### src/rtl/scv_pkg.sv
// Shared constants and helpers for the SCV audio output path.
package scv_pkg;
   localparam int SCV_AUD_DECIM  = 125;
   localparam int SCV_AUD_OFFSET = 32000;
   localparam int SCV_AUD_PCM_W  = 9;
   localparam int SCV_AUD_SMP_W  = 16;
   localparam int SCV_AUD_WIDE_W = 18;

   localparam logic signed [SCV_AUD_WIDE_W-1:0] SCV_AUD_SAT_MAX = 18'sd32767;
   localparam logic signed [SCV_AUD_WIDE_W-1:0] SCV_AUD_SAT_MIN = -18'sd32768;

   function automatic logic signed [SCV_AUD_SMP_W-1:0] scv_sat16(
      input logic signed [SCV_AUD_WIDE_W-1:0] v);
      if (v > SCV_AUD_SAT_MAX)
         return 16'sh7fff;
      else if (v < SCV_AUD_SAT_MIN)
         return 16'sh8000;
      else
         return v[SCV_AUD_SMP_W-1:0];
   endfunction
endpackage

### src/rtl/scv_audio_out_if.sv
// Output sample stream with valid/ready handshake and drop counter.
interface scv_audio_out_if;
   import scv_pkg::*;

   logic                             VALID;
   logic                             READY;
   logic signed [SCV_AUD_SMP_W-1:0]  SAMPLE;
   logic [7:0]                       DROP;

   modport master (output VALID, output SAMPLE, output DROP, input READY);
   modport slave  (input VALID, input SAMPLE, input DROP, output READY);
endinterface

### src/rtl/scv_dcblock.sv
// Stage-2 DC-blocking filter: y = x - xp + yp - yp/256, saturated to 16 bits.
module scv_dcblock
   import scv_pkg::*;
(
   input  logic                            CLK,
   input  logic                            RES,
   input  logic                            X_VLD,
   input  logic                            DCB_EN,
   input  logic signed [SCV_AUD_SMP_W-1:0] X,
   output logic                            Y_VLD,
   output logic signed [SCV_AUD_SMP_W-1:0] Y
);
   logic signed [SCV_AUD_SMP_W-1:0]  xp;
   logic signed [SCV_AUD_SMP_W-1:0]  yp;
   logic signed [SCV_AUD_SMP_W-1:0]  yp_sh;
   logic signed [SCV_AUD_WIDE_W-1:0] y_filt;
   logic signed [SCV_AUD_SMP_W-1:0]  y_next;

   always_comb begin
      yp_sh  = yp >>> 8;
      y_filt = {{2{X[15]}}, X} - {{2{xp[15]}}, xp}
             + {{2{yp[15]}}, yp} - {{2{yp_sh[15]}}, yp_sh};
      y_next = DCB_EN ? scv_sat16(y_filt) : X;
   end

   // History tracks every sample so toggling DCB_EN never sees stale state.
   always_ff @(posedge CLK) begin
      if (RES) begin
         xp    <= '0;
         yp    <= '0;
         Y     <= '0;
         Y_VLD <= 1'b0;
      end else begin
         Y_VLD <= X_VLD;
         if (X_VLD) begin
            xp <= X;
            yp <= y_next;
            Y  <= y_next;
         end
      end
   end
endmodule

### src/rtl/scv_audio_out.sv
// Boxcar decimator from PCM_CE rate to 48 kHz, DC blocker, and output handshake.
module scv_audio_out
   import scv_pkg::*;
#(
   parameter int DECIM  = SCV_AUD_DECIM,
   parameter int OFFSET = SCV_AUD_OFFSET
) (
   input  logic                     CLK,
   input  logic                     RES,
   input  logic                     PCM_CE,
   input  logic [SCV_AUD_PCM_W-1:0] PCM,
   input  logic                     DCB_EN,
   scv_audio_out_if.master          aud
);
   localparam int CNT_W = (DECIM > 1) ? $clog2(DECIM) : 1;
   localparam logic [CNT_W-1:0]         CNT_LAST = CNT_W'(DECIM - 1);
   localparam logic [SCV_AUD_SMP_W-1:0] OFFSET_U = SCV_AUD_SMP_W'(OFFSET);

   logic [SCV_AUD_SMP_W-1:0]        acc;
   logic [CNT_W-1:0]                cnt;
   logic [SCV_AUD_SMP_W-1:0]        win_sum;
   logic signed [SCV_AUD_SMP_W-1:0] s1_x;
   logic                            s1_vld;
   logic                            s1_dcb;
   logic                            s2_vld;
   logic signed [SCV_AUD_SMP_W-1:0] s2_y;

   always_comb begin
      win_sum = acc + {{(SCV_AUD_SMP_W-SCV_AUD_PCM_W){1'b0}}, PCM};
   end

   always_ff @(posedge CLK) begin
      if (RES) begin
         acc    <= '0;
         cnt    <= '0;
         s1_x   <= '0;
         s1_vld <= 1'b0;
         s1_dcb <= 1'b0;
      end else begin
         s1_vld <= 1'b0;
         if (PCM_CE) begin
            if (cnt == CNT_LAST) begin
               s1_x   <= $signed(win_sum - OFFSET_U);
               s1_dcb <= DCB_EN;
               s1_vld <= 1'b1;
               acc    <= '0;
               cnt    <= '0;
            end else begin
               acc <= win_sum;
               cnt <= cnt + CNT_W'(1);
            end
         end
      end
   end

   scv_dcblock u_dcblock (
      .CLK    (CLK),
      .RES    (RES),
      .X_VLD  (s1_vld),
      .DCB_EN (s1_dcb),
      .X      (s1_x),
      .Y_VLD  (s2_vld),
      .Y      (s2_y)
   );

   // A new sample may replace the held one only on the edge that consumes it.
   always_ff @(posedge CLK) begin
      if (RES) begin
         aud.VALID  <= 1'b0;
         aud.SAMPLE <= '0;
         aud.DROP   <= '0;
      end else if (s2_vld) begin
         if (!aud.VALID || aud.READY) begin
            aud.SAMPLE <= s2_y;
            aud.VALID  <= 1'b1;
         end else if (aud.DROP != 8'hff) begin
            aud.DROP <= aud.DROP + 8'd1;
         end
      end else if (aud.VALID && aud.READY) begin
         aud.VALID <= 1'b0;
      end
   end
endmodule

### src/flat_wrapper.sv
// flat-port wrapper written by rule: the top's interface ports become plain ports
module scv_audio_out_flat import scv_pkg::*;
#(
   parameter int DECIM  = SCV_AUD_DECIM,
   parameter int OFFSET = SCV_AUD_OFFSET
)
  (CLK, RES, PCM_CE, PCM, DCB_EN, aud_VALID, aud_SAMPLE, aud_DROP, aud_READY);
  scv_audio_out_if aud_i ();
  input  logic CLK;
  input  logic RES;
  input  logic PCM_CE;
  input  logic [SCV_AUD_PCM_W-1:0] PCM;
  input  logic DCB_EN;
  output wire logic [$bits(aud_i.VALID)-1:0] aud_VALID;
  output wire logic [$bits(aud_i.SAMPLE)-1:0] aud_SAMPLE;
  output wire logic [$bits(aud_i.DROP)-1:0] aud_DROP;
  input wire logic [$bits(aud_i.READY)-1:0] aud_READY;
  assign aud_VALID = aud_i.VALID;
  assign aud_SAMPLE = aud_i.SAMPLE;
  assign aud_DROP = aud_i.DROP;
  assign aud_i.READY = aud_READY;
  scv_audio_out #(.DECIM(DECIM), .OFFSET(OFFSET)) u_core (.CLK(CLK), .RES(RES), .PCM_CE(PCM_CE), .PCM(PCM), .DCB_EN(DCB_EN), .aud(aud_i));
endmodule
### config.mk
export PLATFORM = sky130hd
export DESIGN_NAME = scv_audio_out_flat
export DESIGN_NICKNAME = d
export VERILOG_FILES = /design/src/rtl/scv_pkg.sv /design/src/rtl/scv_audio_out_if.sv /design/src/rtl/scv_dcblock.sv /design/src/rtl/scv_audio_out.sv /design/src/flat_wrapper.sv
export SDC_FILE = /design/constraint.sdc
export NUM_CORES = 1
export LEC_CHECK = 0
export ABC_AREA = 1
export CAP_MARGIN = 20
export CORE_ASPECT_RATIO = 0.6
export CORE_MARGIN = 3
export CORE_UTILIZATION = 55
export DETAILED_ROUTE_END_ITERATION = 8
export DONT_BUFFER_PORTS = 1
export PLACE_DENSITY = 0.75
export SYNTH_ARGS = -nofsm -noshare
export SYNTH_HDL_FRONTEND = slang
export SYNTH_SLANG_ARGS = --single-unit
### constraint.sdc
create_clock -name CLK -period 8 [get_ports CLK]
set_clock_uncertainty 0.1 [all_clocks]
set_input_delay 0 -clock CLK [delete_from_list [all_inputs] [get_ports CLK]]
set_output_delay 0 -clock CLK [all_outputs]
set_load 0.005 [all_outputs]
* Word level (Yosys, flattened, before mapping)
Cells that the tools add are included.
Operators by class: order comparisons 2, bitwise operators 2, $add $sub $neg 7, muxes and demuxes 9, reductions and logical operators 9, eq/ne operators 3
Operators by type and width (count):
- $mux W16 | 4
- $add A17 B16 Y18 | 1
- $gt A18 B16 Y1 const B | 1
- $lt A18 B16 Y1 const B | 1
- $sub A18 B18 Y18 | 1
- $sub A16 B16 Y17 | 1
- $add A16 B9 Y16 | 1
- $sub A16 B15 Y16 const B | 1
- $add A8 B1 Y8 const B | 1
- $ne A8 B8 Y1 const B | 1
- $add A7 B1 Y7 const B | 1
- $eq A7 B7 Y1 const B | 1
- $mux W7 | 1
- $reduce_and A2 Y1 | 3
- $mux W1 | 4
- $reduce_and A3 Y1 | 1
- $ne A2 B1 Y1 const B | 1
- $not A1 Y1 | 2
- $reduce_bool A2 Y1 | 1
- $reduce_or A2 Y1 | 1
- $logic_and A1 B1 Y1 | 1
- $logic_not A1 Y1 | 1
- $logic_or A1 B1 Y1 | 1
Word-level totals: word-level logic and storage cells 43, register bits 99, output and inout bits 25

* Logic depth before layout (Yosys ltp)
depth after elaboration 7, gate-level depth with buffers 22, gate-level depth less buffers 22

* Hierarchy
Synthesis repeated with hierarchy kept, for this count alone.
Unflattened totals: cells, all modules 1019, area, all modules 6980.4 um2
Modules (own cells, without submodules):
- scv_dcblock | times used 1, cells an instance 545, area an instance 3651.0 um2, seq. area each 660.6 um2
- scv_audio_out | times used 1, cells an instance 474, area an instance 3329.4 um2, seq. area each 1321.3 um2

* Worst setup path after synthesis
No wires, ideal clock.
path type reg2reg, start point reg u_core.u_dcblock.yp[15], end point reg u_core.u_dcblock.yp[10], buffers on the path 1, clock period less this slack 3.543 ns, setup time 0.138 ns, slack 4.457 ns, stages on the path, launching flop included 21, data required time 7.762 ns, arrival 3.305 ns, path through dfxtp_1 -> inv_1 -> ha_1 -> xor2_1 -> inv_1 -> fa_1 -> inv_1 -> ha_1 -> inv_1 -> nor3_2 -> and2_1 -> nand2_1 -> nand2_1 -> nand2_2 -> nand2_2 -> nand2_2 -> a21oi_4 -> buf_6 -> nand2_1 -> nand2_1 -> a21oi_2
Between the ends: word-level cells in the longest chain between the ends 6
RTL lines:
- start, declared | RTL line scv_dcblock.sv:14 | logic signed [SCV_AUD_SMP_W-1:0] yp;
- start signal, assigned | RTL line scv_dcblock.sv:37 | yp <= y_next;
- $add A17 B16 Y18 | RTL line scv_dcblock.sv:22 | + {{2{yp[15]}}, yp} - {{2{yp_sh[15]}}, yp_sh};
- $sub A18 B18 Y18 * | RTL line scv_dcblock.sv:22
- $lt A18 B16 Y1 | RTL line scv_pkg.sv:16 | else if (v < SCV_AUD_SAT_MIN)
- $mux W16 | RTL line scv_pkg.sv:16
- $mux W16 * | RTL line scv_pkg.sv:14 | if (v > SCV_AUD_SAT_MAX)
- $mux W16 * | RTL line scv_dcblock.sv:23 | y_next = DCB_EN ? scv_sat16(y_filt) : X;
Mark *: on every way between the ends. The rest lies on a longest branch, timed or not. A chain may end at the register's enable or synchronous reset.

* Final worst setup path
start point reg u_core.u_dcblock.yp[15], end point reg u_core.u_dcblock.yp[9]
The elaborated chain is that of the path after synthesis.

==> impl_metrics.env <==
export IMPL_gp_congestion=0.964
export IMPL_synthXorXnorAreaFrac_pct=3.45
export IMPL_cts_setup_buffers=0
export IMPL_fmax_ghz=0.214
export IMPL_final_util_pct=62.6
export IMPL_wire_per_inst_um=14.7
export IMPL_grt_max_degree=42
export IMPL_synth_mux_area_share_pct=0
export IMPL_async_flop_share_pct=0
export IMPL_start_kind="flop"
export IMPL_die_height_um=89.3
export IMPL_antenna_cells=0
export IMPL_min_period_over_period_pct=58.3
export IMPL_p_leak_nw=2.94
export IMPL_yosys_area_top_type="dfxtp_1"
export IMPL_numCtsBuffers=9
export IMPL_drtIter0Drc=387
export IMPL_regArea_um2=1980
export IMPL_syn_instance_count=884
export IMPL_start_util_pct=58.2
export IMPL_syn_area_um2=6350
export IMPL_hold_class="in -> reg"
export IMPL_grt_pass1_wl_um=25800
export IMPL_grt_pass1_vias=5485
export IMPL_synth_most_common_cell="nand2_1"
export IMPL_postCtsHoldBufs=9
export IMPL_vdd_ir_drop_max_mv=0.110
export IMPL_numClockSinks=99
export IMPL_drt_total_wl_um=15300
export IMPL_viasPerCell=5.43
export IMPL_num_vias=5652
export IMPL_fin_nets=961
export IMPL_rsz0062_at_grt="no"
export IMPL_track_usage_pct=25.0
export IMPL_final_setup_tns_ps=0
export IMPL_core_area_um2=10900
export IMPL_tightest_slew_ps=1040
export IMPL_synth_simple_area_share_pct=22.9
export IMPL_synthDominantCellAreaShare_pct=31.2
export IMPL_worstSetupPathType="reg -> reg"
export IMPL_htree_levels=3
export IMPL_die_width_um=145
export IMPL_drive_gt1_share_pct=5.53
export IMPL_fin_crit_ps=4660
export IMPL_syn_avg_cell_area_um2=7.19
export IMPL_synth_cell_types=34
export IMPL_synth_top_family_by_area="simple AND/OR/NAND/NOR gates"
export IMPL_clk_pin_slew_ps=70
export IMPL_cts_root_buf="clkbuf_16"
export IMPL_drtPass1Iterations=5
export IMPL_synth_compound_area_share_pct=15.3
export IMPL_final_fill_count=981
export IMPL_post_cts_resize_count=0
export IMPL_status="complete, no violations"
export IMPL_powerDensity_nw_per_um2=149
export IMPL_die_area_um2=12900
export IMPL_max_cap_viol_count=0
export IMPL_clk_insertion_delay_late_ps=340
export IMPL_num_io_pins=39
export IMPL_std_cell_rows=29
export IMPL_ys_seq_area_share_pct=31.2
export IMPL_place_area_um2=6450
export IMPL_crit_arrival_ps=4800
export IMPL_crit_required_ps=8130
export IMPL_slew_viol_final=0
export IMPL_grt_ovfl_total=0
export IMPL_cp_max_fo=15
export IMPL_place_hpwl_um=11800
export IMPL_antenna_found_initial=0
export IMPL_synth_edff_count=0
export IMPL_fin_area_um2=6840
export IMPL_clk_path_buf_depth=2
export IMPL_synth_seq_cells=99
export IMPL_synthTopCellsByArea="dfxtp_1, nand2_1, fa_1"
export IMPL_area_delta_synth_final_pct=7.56
export IMPL_multi_input_area_um2=3720
export IMPL_ys_warn_count=0
export IMPL_ant_nets=0
export IMPL_cts_tree="done"
export IMPL_drcViolationCount=0
export IMPL_relSlewSlack_pct=30.6
export IMPL_ys_top_cells_by_count="nand2_1, inv_1, dfxtp_1, a21oi_1, o21ai_0"
export IMPL_crit_path_end_kind="flop"
export IMPL_synth_adder_area_share_pct=16.9
export IMPL_hold_viol=0
export IMPL_setup_violations_final=0
export IMPL_ys_flop_type="dfxtp_1"
export IMPL_syn_nets=964
export IMPL_io_buffers=0
==> area by class of cell <==
type	count	area share [%]
flip-flops and latches	99	29.0
multi-input cells	615	54.4
repair buffers	11	1.68
clock inverters	5	0.567
well taps	155	2.84
inverters	145	7.96
clock buffers	11	3.55
==> metal layers <==
metal	track usage, %	up-vias	wire, µm
met5	0	-	0
met4	7.28	0	199
met3	8.87	24	1330
met2	38.0	202	6470
met1	34.0	2628	7280
li1	-	2798	-
==> cell usage in the layout (no fill, tap or decap), drive strengths merged <==
cell type      n
clkbuf        11
a31oi          3
a21oi        108
ha            33
xor2          17
inv          143
buf            3
nor3           6
o21ai         57
dlygate4sd3    8
fa            33
nand4          7
a2bb2oi        1
nor2          43
nand3b         3
clkinvlp       1
xnor2          8
and2           1
o22ai          9
clkinv         6
and3           1
nand2        235
nand3         45
or2            4
dfxtp         99
o21bai         1
==> worst paths after layout <==
check / from / end / slack, ps / cells after the start
worst max-delay path: u_core.u_dcblock.yp[15] / u_core.u_dcblock.yp[9] / 3340 / 20
worst min-delay path: PCM[5] / u_core.s1_x[5] / 10 / 3
worst max register to register: u_core.u_dcblock.yp[15] / u_core.u_dcblock.yp[9] / 3340 / 20
worst min register to register: u_core.s1_x[14] / u_core.s1_x[14] / 360 / 2
==> cells by family (layout without fill, tap and decap cells) <==
group                      count (synthesis)  after routing
DFF                                       99             99
xor gates and xnor gates                  25             25
buffers and inverters                    170            172
AOI/OAI and AO/OA                        179            179
and+or+nand+nor                          345            345
adders and majority gates                 66             66
==> sequential cells by signal, indices dropped and copies added, names as in the netlist, 7 cells and up <==
signal and count:
u_core.acc 16, u_core.aud.DROP 8, u_core.aud.SAMPLE 16, u_core.cnt 7, u_core.s1_x 16, u_core.u_dcblock.xp 16
u_core.u_dcblock.yp 16
==> where the power goes <==
part	switching, mW	total (mW)	internal [mW]
logic	0.0650	0.101	0.0358
clock network	0.192	0.412	0.221
registers	0.00490	0.504	0.500
total	0.261	1.02	0.756
==> critical path, cell delays in order, from the launching register on <==
cell and delay, ps:
dfxtp_1 720, inv_1 150, ha_1 320, xor2_1 230, inv_1 100, fa_1 510, inv_1 40, ha_1 370
inv_1 120, nor3_2 200, and2_1 150, nand2_1 70, nand2_1 90, nand2_2 60, nand2_2 60, nand2_2 60
a21oi_4 400, nand2_1 100, nand2_1 90, a21oi_2 50, dlygate4sd3_1 550
==> through the flow <==
step / setup WS [ps] / total power, mW / std cells / hold WS, ps
floorplan: 4460 / 0.588 / 884 / 12.7
global placement: 4140 / 0.602 / 1016 / -29.1
detailed placement: 3910 / 0.605 / 1016 / -25.9
CTS: 3360 / 1.02 / 1041 / 3.30
global route: 2990 / 1.06 / 1041 / 26.0
finish: 3340 / 1.02 / 1041 / 11.3
Note: power is estimated with default switching activity, not from simulation.
